### src/rtl/dpll_phase_detector_filter_pkg.sv
// -----------------------------------------------------------------------------
// dpll_pkg
// Shared types and width helpers for the DPLL phase detector / vote filter.
//   filter_state_t : filter FSM states (TRACK, HOLDOFF)
//   vote_t         : per-edge phase decision
//   vote_width     : signed vote counter width for a given threshold
//   timer_width    : width of a down-counter that is loaded with cycles-1
//   count_width    : width of an up-counter that saturates at max_val
// -----------------------------------------------------------------------------
package dpll_pkg;

  typedef enum logic {
    TRACK   = 1'b0,
    HOLDOFF = 1'b1
  } filter_state_t;

  typedef enum logic [1:0] {
    VOTE_NONE  = 2'd0,
    VOTE_EARLY = 2'd1,
    VOTE_LATE  = 2'd2
  } vote_t;

  // One bit of headroom beyond +/-THRESHOLD plus the sign bit.
  function automatic int vote_width(input int threshold);
    return $clog2(threshold) + 2;
  endfunction

  function automatic int timer_width(input int cycles);
    return (cycles > 1) ? $clog2(cycles) : 1;
  endfunction

  function automatic int count_width(input int max_val);
    return (max_val > 0) ? $clog2(max_val + 1) : 1;
  endfunction

endpackage

### src/rtl/dpll_phase_detector_filter_if.sv
// -----------------------------------------------------------------------------
// dpll_phase_detector_filter_if
// Signal bundle between the phase detector/filter and its environment.
//   dataSignal_i    : asynchronous incoming data/reference
//   phasedSignal_i  : recovered signal from the phase controller (clk domain)
//   positiveShift_o : one-cycle request, local phase early -> delay it
//   negativeShift_o : one-cycle request, local phase late  -> advance it
//   lock_o          : lock indicator
// master drives the data/phased inputs; slave is the detector itself.
// -----------------------------------------------------------------------------
interface dpll_phase_detector_filter_if;

  logic dataSignal_i;
  logic phasedSignal_i;
  logic positiveShift_o;
  logic negativeShift_o;
  logic lock_o;

  modport master (
    output dataSignal_i,
    output phasedSignal_i,
    input  positiveShift_o,
    input  negativeShift_o,
    input  lock_o
  );

  modport slave (
    input  dataSignal_i,
    input  phasedSignal_i,
    output positiveShift_o,
    output negativeShift_o,
    output lock_o
  );

endinterface

### src/rtl/dpll_phase_detector_filter_edge_sync.sv
// -----------------------------------------------------------------------------
// dpll_edge_sync
// Synchronizes the asynchronous data input and flags every level change as a
// registered one-cycle strobe, together with the new level.
//   clk_i       : system clock
//   reset_i     : asynchronous active-low reset
//   data_async  : asynchronous data input
//   edge_strobe : one-cycle pulse per synchronized level change
//   level       : synchronized level that belongs to the strobe
// -----------------------------------------------------------------------------
module dpll_edge_sync #(
  parameter int SYNC_STAGES = 2
) (
  input  logic clk_i,
  input  logic reset_i,
  input  logic data_async,
  output logic edge_strobe,
  output logic level
);

  logic [SYNC_STAGES-1:0] sync_q;
  logic                   prev_q;

  always_ff @(posedge clk_i or negedge reset_i) begin
    if (!reset_i) begin
      sync_q      <= '0;
      prev_q      <= 1'b0;
      edge_strobe <= 1'b0;
      level       <= 1'b0;
    end else begin
      sync_q      <= {sync_q[SYNC_STAGES-2:0], data_async};
      prev_q      <= sync_q[SYNC_STAGES-1];
      edge_strobe <= sync_q[SYNC_STAGES-1] ^ prev_q;
      level       <= sync_q[SYNC_STAGES-1];
    end
  end

endmodule

### src/rtl/dpll_phase_detector_filter.sv
// -----------------------------------------------------------------------------
// dpll_phase_detector_filter
// Votes early/late on each data edge against the recovered phased signal,
// filters the votes with a random-walk counter and issues one-cycle shift
// requests, followed by a hold-off during which votes are discarded.
//   clk_i   : system clock
//   reset_i : asynchronous active-low reset
//   bus     : slave side of dpll_phase_detector_filter_if
// Build option: DPLL_PHASE_DETECTOR_FILTER_LOCK_DETECT_EN enables the lock
// counter; otherwise lock_o is constant 0.
//
// state   | meaning
// --------+----------------------------------------------------------------
// TRACK   | armed edges vote; counter walks toward +/-THRESHOLD
// HOLDOFF | oscillator settling after a shift; edges discarded, counter 0
// -----------------------------------------------------------------------------
module dpll_phase_detector_filter
  import dpll_pkg::*;
#(
  parameter int SYNC_STAGES    = 2,
  parameter int THRESHOLD      = 8,
  parameter int HOLDOFF_CYCLES = 128,
  parameter int LOCK_EDGES     = 32
) (
  input logic                          clk_i,
  input logic                          reset_i,
  dpll_phase_detector_filter_if.slave  bus
);

  localparam int VW = vote_width(THRESHOLD);
  localparam int TW = timer_width(HOLDOFF_CYCLES);

  localparam logic signed [VW-1:0] THR_POS   = VW'(THRESHOLD);
  localparam logic signed [VW-1:0] THR_NEG   = -THR_POS;
  localparam logic signed [VW-1:0] ONE       = VW'(1);
  localparam logic        [TW-1:0] HOLD_LOAD = TW'(HOLDOFF_CYCLES - 1);

  if (SYNC_STAGES < 2 || THRESHOLD < 2 || HOLDOFF_CYCLES < 1 || LOCK_EDGES < 1) begin : g_param_check
    $error("dpll_phase_detector_filter: parameter out of range");
  end

  logic                 edge_strobe;
  logic                 level;
  logic                 armed_q;
  vote_t                vote;
  logic signed [VW-1:0] vote_sum;

  filter_state_t        state_q, state_d;
  logic signed [VW-1:0] cnt_q, cnt_d;
  logic        [TW-1:0] timer_q, timer_d;
  logic                 pos_q, pos_d;
  logic                 neg_q, neg_d;

  dpll_edge_sync #(
    .SYNC_STAGES (SYNC_STAGES)
  ) u_edge_sync (
    .clk_i       (clk_i),
    .reset_i     (reset_i),
    .data_async  (bus.dataSignal_i),
    .edge_strobe (edge_strobe),
    .level       (level)
  );

  // The first strobe after reset only arms; with data high at reset release
  // that strobe comes from the synchronizer filling, not from a real edge.
  always_ff @(posedge clk_i or negedge reset_i) begin
    if (!reset_i)         armed_q <= 1'b0;
    else if (edge_strobe) armed_q <= 1'b1;
  end

  always_comb begin
    vote = VOTE_NONE;
    if (edge_strobe && armed_q)
      vote = (bus.phasedSignal_i == level) ? VOTE_EARLY : VOTE_LATE;
  end

  always_comb begin
    case (vote)
      VOTE_EARLY: vote_sum = cnt_q + ONE;
      VOTE_LATE:  vote_sum = cnt_q - ONE;
      default:    vote_sum = cnt_q;
    endcase
  end

  // State register
  always_ff @(posedge clk_i or negedge reset_i) begin
    if (!reset_i) begin
      state_q <= TRACK;
      cnt_q   <= '0;
      timer_q <= '0;
      pos_q   <= 1'b0;
      neg_q   <= 1'b0;
    end else begin
      state_q <= state_d;
      cnt_q   <= cnt_d;
      timer_q <= timer_d;
      pos_q   <= pos_d;
      neg_q   <= neg_d;
    end
  end

  // Next state
  always_comb begin
    state_d = state_q;
    cnt_d   = cnt_q;
    timer_d = timer_q;
    pos_d   = 1'b0;
    neg_d   = 1'b0;
    case (state_q)
      TRACK: begin
        if (vote != VOTE_NONE) begin
          if (vote_sum == THR_POS || vote_sum == THR_NEG) begin
            cnt_d   = '0;
            pos_d   = (vote_sum == THR_POS);
            neg_d   = (vote_sum == THR_NEG);
            state_d = HOLDOFF;
            timer_d = HOLD_LOAD;
          end else begin
            cnt_d = vote_sum;
          end
        end
      end
      HOLDOFF: begin
        cnt_d = '0;
        if (timer_q == '0) state_d = TRACK;
        else               timer_d = timer_q - TW'(1);
      end
      default: state_d = TRACK;
    endcase
  end

  // Outputs
  always_comb begin
    bus.positiveShift_o = pos_q;
    bus.negativeShift_o = neg_q;
  end

`ifdef DPLL_PHASE_DETECTOR_FILTER_LOCK_DETECT_EN
  localparam int LW = count_width(LOCK_EDGES);
  localparam logic [LW-1:0] LOCK_MAX = LW'(LOCK_EDGES);

  logic [LW-1:0] lock_cnt_q, lock_cnt_d;
  logic          lock_q;

  // A shift clears the count even when the deciding vote would have counted.
  always_comb begin
    lock_cnt_d = lock_cnt_q;
    if (pos_d || neg_d)
      lock_cnt_d = '0;
    else if (state_q == TRACK && vote != VOTE_NONE && lock_cnt_q != LOCK_MAX)
      lock_cnt_d = lock_cnt_q + LW'(1);
  end

  always_ff @(posedge clk_i or negedge reset_i) begin
    if (!reset_i) begin
      lock_cnt_q <= '0;
      lock_q     <= 1'b0;
    end else begin
      lock_cnt_q <= lock_cnt_d;
      lock_q     <= (lock_cnt_d == LOCK_MAX);
    end
  end

  assign bus.lock_o = lock_q;
`else
  assign bus.lock_o = 1'b0;
`endif

endmodule
### src/flat_wrapper.sv
// flat-port wrapper written by rule: the top's interface ports become plain ports
module dpll_phase_detector_filter_flat import dpll_pkg::*;
#(
  parameter int SYNC_STAGES    = 2,
  parameter int THRESHOLD      = 8,
  parameter int HOLDOFF_CYCLES = 128,
  parameter int LOCK_EDGES     = 32
)
  (clk_i, reset_i, bus_dataSignal_i, bus_phasedSignal_i, bus_positiveShift_o, bus_negativeShift_o, bus_lock_o);
  dpll_phase_detector_filter_if bus_i ();
  input logic clk_i;
  input logic reset_i;
  input wire logic [$bits(bus_i.dataSignal_i)-1:0] bus_dataSignal_i;
  input wire logic [$bits(bus_i.phasedSignal_i)-1:0] bus_phasedSignal_i;
  output wire logic [$bits(bus_i.positiveShift_o)-1:0] bus_positiveShift_o;
  output wire logic [$bits(bus_i.negativeShift_o)-1:0] bus_negativeShift_o;
  output wire logic [$bits(bus_i.lock_o)-1:0] bus_lock_o;
  assign bus_i.dataSignal_i = bus_dataSignal_i;
  assign bus_i.phasedSignal_i = bus_phasedSignal_i;
  assign bus_positiveShift_o = bus_i.positiveShift_o;
  assign bus_negativeShift_o = bus_i.negativeShift_o;
  assign bus_lock_o = bus_i.lock_o;
  dpll_phase_detector_filter #(.SYNC_STAGES(SYNC_STAGES), .THRESHOLD(THRESHOLD), .HOLDOFF_CYCLES(HOLDOFF_CYCLES), .LOCK_EDGES(LOCK_EDGES)) u_core (.clk_i(clk_i), .reset_i(reset_i), .bus(bus_i));
endmodule
### config.mk
export PLATFORM = sky130hd
export DESIGN_NAME = dpll_phase_detector_filter_flat
export DESIGN_NICKNAME = d
export VERILOG_FILES = /design/src/rtl/dpll_phase_detector_filter_pkg.sv /design/src/rtl/dpll_phase_detector_filter_if.sv /design/src/rtl/dpll_phase_detector_filter_edge_sync.sv /design/src/rtl/dpll_phase_detector_filter.sv /design/src/flat_wrapper.sv
export SDC_FILE = /design/constraint.sdc
export NUM_CORES = 1
export LEC_CHECK = 0
export CAP_MARGIN = 40
export CORE_UTILIZATION = 50
export DETAILED_ROUTE_END_ITERATION = 8
export GPL_ROUTABILITY_DRIVEN = 0
export PLACE_DENSITY = 0.72
export SYNTH_ARGS = -nofsm -noshare
export SYNTH_HDL_FRONTEND = slang
export SYNTH_HIERARCHICAL = 1
export SYNTH_SLANG_ARGS = --single-unit
### constraint.sdc
create_clock -name clk_i -period 2.1 [get_ports clk_i]
set_input_delay 0.315 -clock clk_i [delete_from_list [all_inputs] [get_ports clk_i]]
set_output_delay 0.315 -clock clk_i [all_outputs]
set_load 0.02 [all_outputs]
### Word-level counts from Yosys, hierarchy flattened

Index checks and enable logic that the tools add are counted.

* register bits: 20
* input port bits: 4
* word-level logic and storage cells: 47

* $add $sub $neg: 3
* equal/unequal tests: 8
* mux-type cells: 20
* bitwise operators: 2
* reduce and logical (&&, ||, !) cells: 5

Operators with widths (number)
* $mux 7: 3
* $pmux 5 s2: 2
* $pmux 7 s2: 1
* $mux 5: 2
* $mux 1: 9
* $logic_not 7->1: 1
* $sub 7x1->7 const B: 1
* $add 5x2->5 const B: 1
* $eq 5x4->1 const B: 1
* $eq 5x5->1 const B: 1
* $sub 5x2->5 const B: 1
* $mux 2: 2
* $ne 2x1->1 const B: 2
* $reduce_and 3->1: 1
* $eq 2x1->1 const B: 1
* $eq 2x2->1 const B: 1
* $ne 2x2->1 const B: 1
* $pmux 1 s2: 1
* $reduce_bool 2->1: 1
* $eq 1x1->1: 1
* $logic_and 1x1->1: 1
* $logic_or 1x1->1: 1
* $not 1->1: 1
* $xor 1x1->1: 1

### Longest topological paths before layout

* depth after elaboration: 10
* mapped depth: 9
* gate-level depth less buffers: 9

### Cells and area by module

The synthesis kept the hierarchy.

By module, submodules not included
* dpll_phase_detector_filter: times used 1, cells each 92, area each 892.1 um^2
* dpll_edge_sync: times used 1, cells each 5, area each 108.9 um^2

### Worst setup path after synthesis

Ideal clock, no wire load.

* path type: reg2reg
* start point: reg u_core.u_edge_sync.level
* end point: reg u_core.cnt_q[3]
* library setup time: 0.082 ns
* data arrival time: 2.090 ns
* setup slack: -0.072 ns
* cell stages (with the launch flop): 10
* buffers on the path: 0
* clock period less this slack: 2.172 ns
* path through: dfrtp_1 -> xnor2_1 -> nor2_1 -> xor2_1 -> ha_1 -> nor2_1 -> mux2i_1 -> mux2i_1 -> or4_1 -> a31oi_1

* cells in the longest elaborated chain, start to end: 10

Ends and longest elaborated chain
* start: declaration: line dpll_phase_detector_filter_edge_sync.sv:18 `output logic level`
* start signal: assignment: line dpll_phase_detector_filter_edge_sync.sv:34 `level <= sync_q[SYNC_STAGES-1];`
* $eq 1x1->1 *: line dpll_phase_detector_filter.sv:74 `vote = (bus.phasedSignal_i == level) ? VOTE_EARLY : VOTE_LATE;`
* $mux 2 *: line dpll_phase_detector_filter.sv:74
* $mux 2 *: line dpll_phase_detector_filter.sv:73 `if (edge_strobe && armed_q)`
* $eq 2x2->1 / $eq 2x1->1 (equally long branches): line dpll_phase_detector_filter.sv:78 `case (vote)`
* $pmux 5 s2: line dpll_phase_detector_filter.sv:78
* $eq 5x5->1 / $eq 5x4->1 (equally long branches): line dpll_phase_detector_filter.sv:112 `if (vote_sum == THR_POS || vote_sum == THR_NEG) begin`
* $logic_or 1x1->1: line dpll_phase_detector_filter.sv:112
* $mux 5: line dpll_phase_detector_filter.sv:112
* $mux 5: line dpll_phase_detector_filter.sv:111 `if (vote != VOTE_NONE) begin`
* $pmux 5 s2: line dpll_phase_detector_filter.sv:109 `case (state_q)`
* end signal: assignment: line dpll_phase_detector_filter.sv:95 `cnt_q <= cnt_d;`
* end: declaration: line dpll_phase_detector_filter.sv:49 `logic signed [VW-1:0] cnt_q, cnt_d;`

Mark *: on every way between the ends. The rest lies on a longest branch, timed or not. The select of a mux whose other input is x is not followed.
A chain may end at the register's enable or synchronous reset.

### Worst setup path after layout

* start point: reg u_core.u_edge_sync.level
* end point: reg u_core.timer_q[1]

* cells in the longest elaborated chain, start to end: 9

Ends and longest elaborated chain
* $eq 1x1->1 *: line dpll_phase_detector_filter.sv:74
* $mux 2 *: line dpll_phase_detector_filter.sv:74
* $mux 2 *: line dpll_phase_detector_filter.sv:73
* $eq 2x2->1 / $eq 2x1->1 (equally long branches): line dpll_phase_detector_filter.sv:78
* $pmux 5 s2: line dpll_phase_detector_filter.sv:78
* $eq 5x5->1 / $eq 5x4->1 (equally long branches): line dpll_phase_detector_filter.sv:112
* $logic_or 1x1->1: line dpll_phase_detector_filter.sv:112
* $ne 2x1->1 (no source line)
* $reduce_and 3->1 (no source line) *
* end signal: assignment: line dpll_phase_detector_filter.sv:96 `timer_q <= timer_d;`
* end: declaration: line dpll_phase_detector_filter.sv:50 `logic [TW-1:0] timer_q, timer_d;`

Mark *: on every way between the ends. The rest lies on a longest branch, timed or not.

==> summary.md <==
| Metric | Value |
|---|---|
| Placed instance count | `136` |
| Total half-perimeter wirelength after legalization and detailed placement | `1290 um` |
| Post-DR wirelength/cell | `13.2 um` |
| Slowest stage delay, CP | `0.42 ns` |
| Crit share post-route | `107%` |
| RR Startpoint | `u_core/u_edge_sync/level` |
| Number of storage elements in the synthesis netlist | `20` |
| Max-cap check violation count | `0` |
| CTS H-Tree Depth | `1` |
| Cell count after synthesis | `97` |
| Antenna diode count | `0` |
| Critical register-to-register path endpoint | `u_core/timer_q[1]` |
| Maximum clock rate | `445 MHz` |
| Post-synth EDFFs | `0` |
| Share of synthesized area occupied by flip-flops and latches | `50.0%` |
| Final max-slew violation count | `0` |
| Hold Crit Class | `in -> async` |
| Die Y | `46.7 um` |
| Warning count from the yosys run | `6` |
| DRC | `0` |
| Leading cell type in the layout, fill and taps excluded | `dfrtp_1` |
| Cell area after synthesis | `1000 um2` |
| Total Die Area | `2180 um2` |
| TritonCTS buffer count | `3` |
| Most frequent cells in the layout | `dfrtp_1, buf_4, nand2_1, nor2_1, xnor2_1` |
| Power density of the placed cells | `521 nW/um2` |
| CP cell instances | `xnor2_2 -> nor2_2 -> xor2_1 -> ha_2 -> and4b_1 -> nand2b_1 -> mux2i_4 -> nand3b_1 -> o211ai_1` |
| Biggest fanout along the worst timing path | `7` |
| Worst setup path endpoint | `u_core/timer_q[1]` |
| Worst R2R Path Depth | `9` |
| Width of the die | `46.7 um` |
| Dominant register cell in the synthesized netlist | `dfrtp_1` |
| Slew HR | `62.5%` |
| Critical path endpoint category | `flop` |
| Family of cells with the greatest summed delay on the critical path | `simple AND/OR/NAND/NOR gates` |
| Number of buffers between clock root and the deepest sink | `2` |
| Setup WS post-layout | `-0.145 ns` |
| Leak Pwr | `0.538 nW` |
| Violation count after the first detailed-routing iteration | `17` |
| Worst Setup Path Type | `reg -> reg` |
| Result of the run | `finished with violations` |
| Mean cell area of the mapped netlist | `10.3 um2` |
| TritonCTS clock tree | `yes` |
| Cell type with the highest aggregate area in the netlist | `dfrtp_1` |
| Number of setup violations in the final report | `12` |
| Crit path launch | `u_core/u_edge_sync/level` |
| Final critical path time including I/O delays and setup | `2.24 ns` |
| GRT Util Overall | `20.9%` |
| Antenna violations before repair | `0` |
| Std cell rows | `15` |
| Sum of overflow across all layers after global routing | `0` |
| Worst clock skew | `0.00757 ns` |
| Data required, critical path | `2.33 ns` |
| Net count after synthesis | `104` |
| Clock tree root driver cell | `clkbuf_4` |
| Count of non-filler cells in the finished layout | `145` |
| Wire length of the first global-routing pass | `3070 um` |
| Share of final-layout standard cells stronger than drive strength 1 | `28.3%` |
| RSZ-0062 raised after global routing | `true` |
| Total power of the final layout | `0.661 mW` |
| Area overhead of the layout relative to synthesis | `26.9%` |
| Placeable core region | `1800 um2` |
| Number of hold-repair buffers added at the cts stage | `0` |
| Via count of the first global-routing pass | `736` |
| Starting utilization of the core area | `55.6%` |
| Overall via count from detail_route | `789` |
| Total negative slack | `-1.37 ns` |
| Max IR drop VDD | `0.406 mV` |
| Clock Sinks | `20` |
| Hold Violations, Final | `0` |
| Distinct cell type count after synthesis | `32` |
| Violations in the final reports | `negative setup slack` |
| First-pass DRT Iterations | `4` |
| Final-stage net count | `129` |
| Fraction of synthesis flops using an asynchronous set or reset pin | `100%` |
| Area contributors post-synth | `dfrtp_1, xnor2_1, mux2i_1, nand2_1, ha_1` |
| Clock-pin slew on the worst setup and hold paths | `0.10 ns` |
| Later-pin clock latency in the skew report | `0.30 ns` |
| Count of cell instances traversed by the critical path | `9` |
| Antenna-violating nets left | `0` |
| Proportion of netlist area held by the largest area contributor | `50.0%` |
| Number of primary I/O pins | `7` |
| CP startpoint kind | `flop` |
| Cell with the biggest individual delay on the critical path | `dfrtp_1` |
| Pin count of the biggest net entering global routing | `21` |
| I/O Buffers | `5` |
| Worst Path Buf+Inv | `0` |
| Via-per-instance ratio | `5.44` |
| DRT Wirelength | `1920 um` |
| R2R setup slack | `-0.14 ns` |
| Arrival time worst endpoint | `2.48 ns` |
| Worst slew pin tran | `0.557 ns` |
## report_power, final
group          leakage, nW  total [mW]  switching (mW)  internal (mW)
Clock               0.0138       0.179           0.111         0.0671
Combinational        0.284      0.0899          0.0419         0.0480
Sequential           0.240       0.393         0.00287          0.390
## registers in the layout, summed over array words and instances (netlist names)
| signal | flops |
|---|---|
| u_core/bus.positiveShift_o | 1 |
| u_core/u_edge_sync/edge_strobe | 1 |
| u_core/timer_q | 7 |
| u_core/u_edge_sync/sync_q | 2 |
| u_core/bus.negativeShift_o | 1 |
| u_core/cnt_q | 5 |
| u_core/armed_q | 1 |
| u_core/state_q | 1 |
| u_core/u_edge_sync/level | 1 |
## Yosys cell counts (3+ instances only)
cell	n
ha_1	3
a22oi_1	3
nand2_1	11
xnor2_1	7
dfrtp_1	20
nor2_1	9
inv_1	3
mux2i_1	5
a21oi_1	3
o21ai_0	3
nor4_1	3
xor2_1	4
## how the worst min path moves through the flow
stage / startpoint / to / slack (ns) / cells past startpoint
4_1_cts: reset_i / u_core/cnt_q[3] / 0.35 / 2
3_5_place_dp: u_core/u_edge_sync/sync_q[0] / u_core/u_edge_sync/sync_q[1] / 0.34 / 0
5_1_grt: reset_i / u_core/u_edge_sync/level / 0.36 / 2
2_1_floorplan: reset_i / u_core/armed_q / 0.02 / 0
6_report: reset_i / u_core/timer_q[4] / 0.34 / 2
3_3_place_gp: u_core/u_edge_sync/sync_q[0] / u_core/u_edge_sync/sync_q[1] / 0.33 / 0
## metrics by stage
step	setup slack, ns	utilization, %	instance area, um2	hold WS (ns)
after CTS	-0.131	66.2	1190	0.349
after detailed placement	-0.567	64.4	1160	0.336
final	-0.145	70.5	1270	0.341
after global placement	-0.485	64.4	1160	0.335
after floorplan	-0.0205	-	1010	0.0194
after global routing	-0.296	70.5	1270	0.362
## metal layers
layer | wire length (um) | part of all wire (%) | track usage [%] | vias up
met5 | 0 | 0 | 0 | -
met4 | 53 | 2.8 | 13.7 | 0
met3 | 61 | 3.2 | 4.62 | 6
met2 | 886 | 46 | 31.7 | 15
met1 | 915 | 48 | 26.9 | 381
li1 | - | - | - | 387
## cell type report
class / count / area [um2]
inverters: 3 / 11.3
fillers: 137 / 532
flip-flops and latches: 20 / 500
well taps: 25 / 31.3
multi-input cells: 72 / 528
clock buffers: 3 / 22.5
repair buffers: 22 / 176
## logic make-up (layout without fill, tap and decap cells)
kind of cell    after synthesis  in the layout  synth area share, %
simple gates                 39             39                 20.0
flops                        20             20                 50.0
compound gates               13             13                 9.00
xor+xnor                     11             11                 9.62
mux                           5              5                 5.00
buf+inv                       5             28                 2.25
fa+ha+maj                     3              3                 3.75
other cells                   1              1                0.375
## what timing repair did
action / 4_1_cts / 5_1_grt
endpoints found under the setup margin: 12 / 13
hold endpoints to repair: 0 / 0
pin swaps: 7 / 10
setup buffers: 1 / 5
gates resized for setup: 2 / 9
gates cloned: 0 / 0
(Power assumes the default switching activity.)
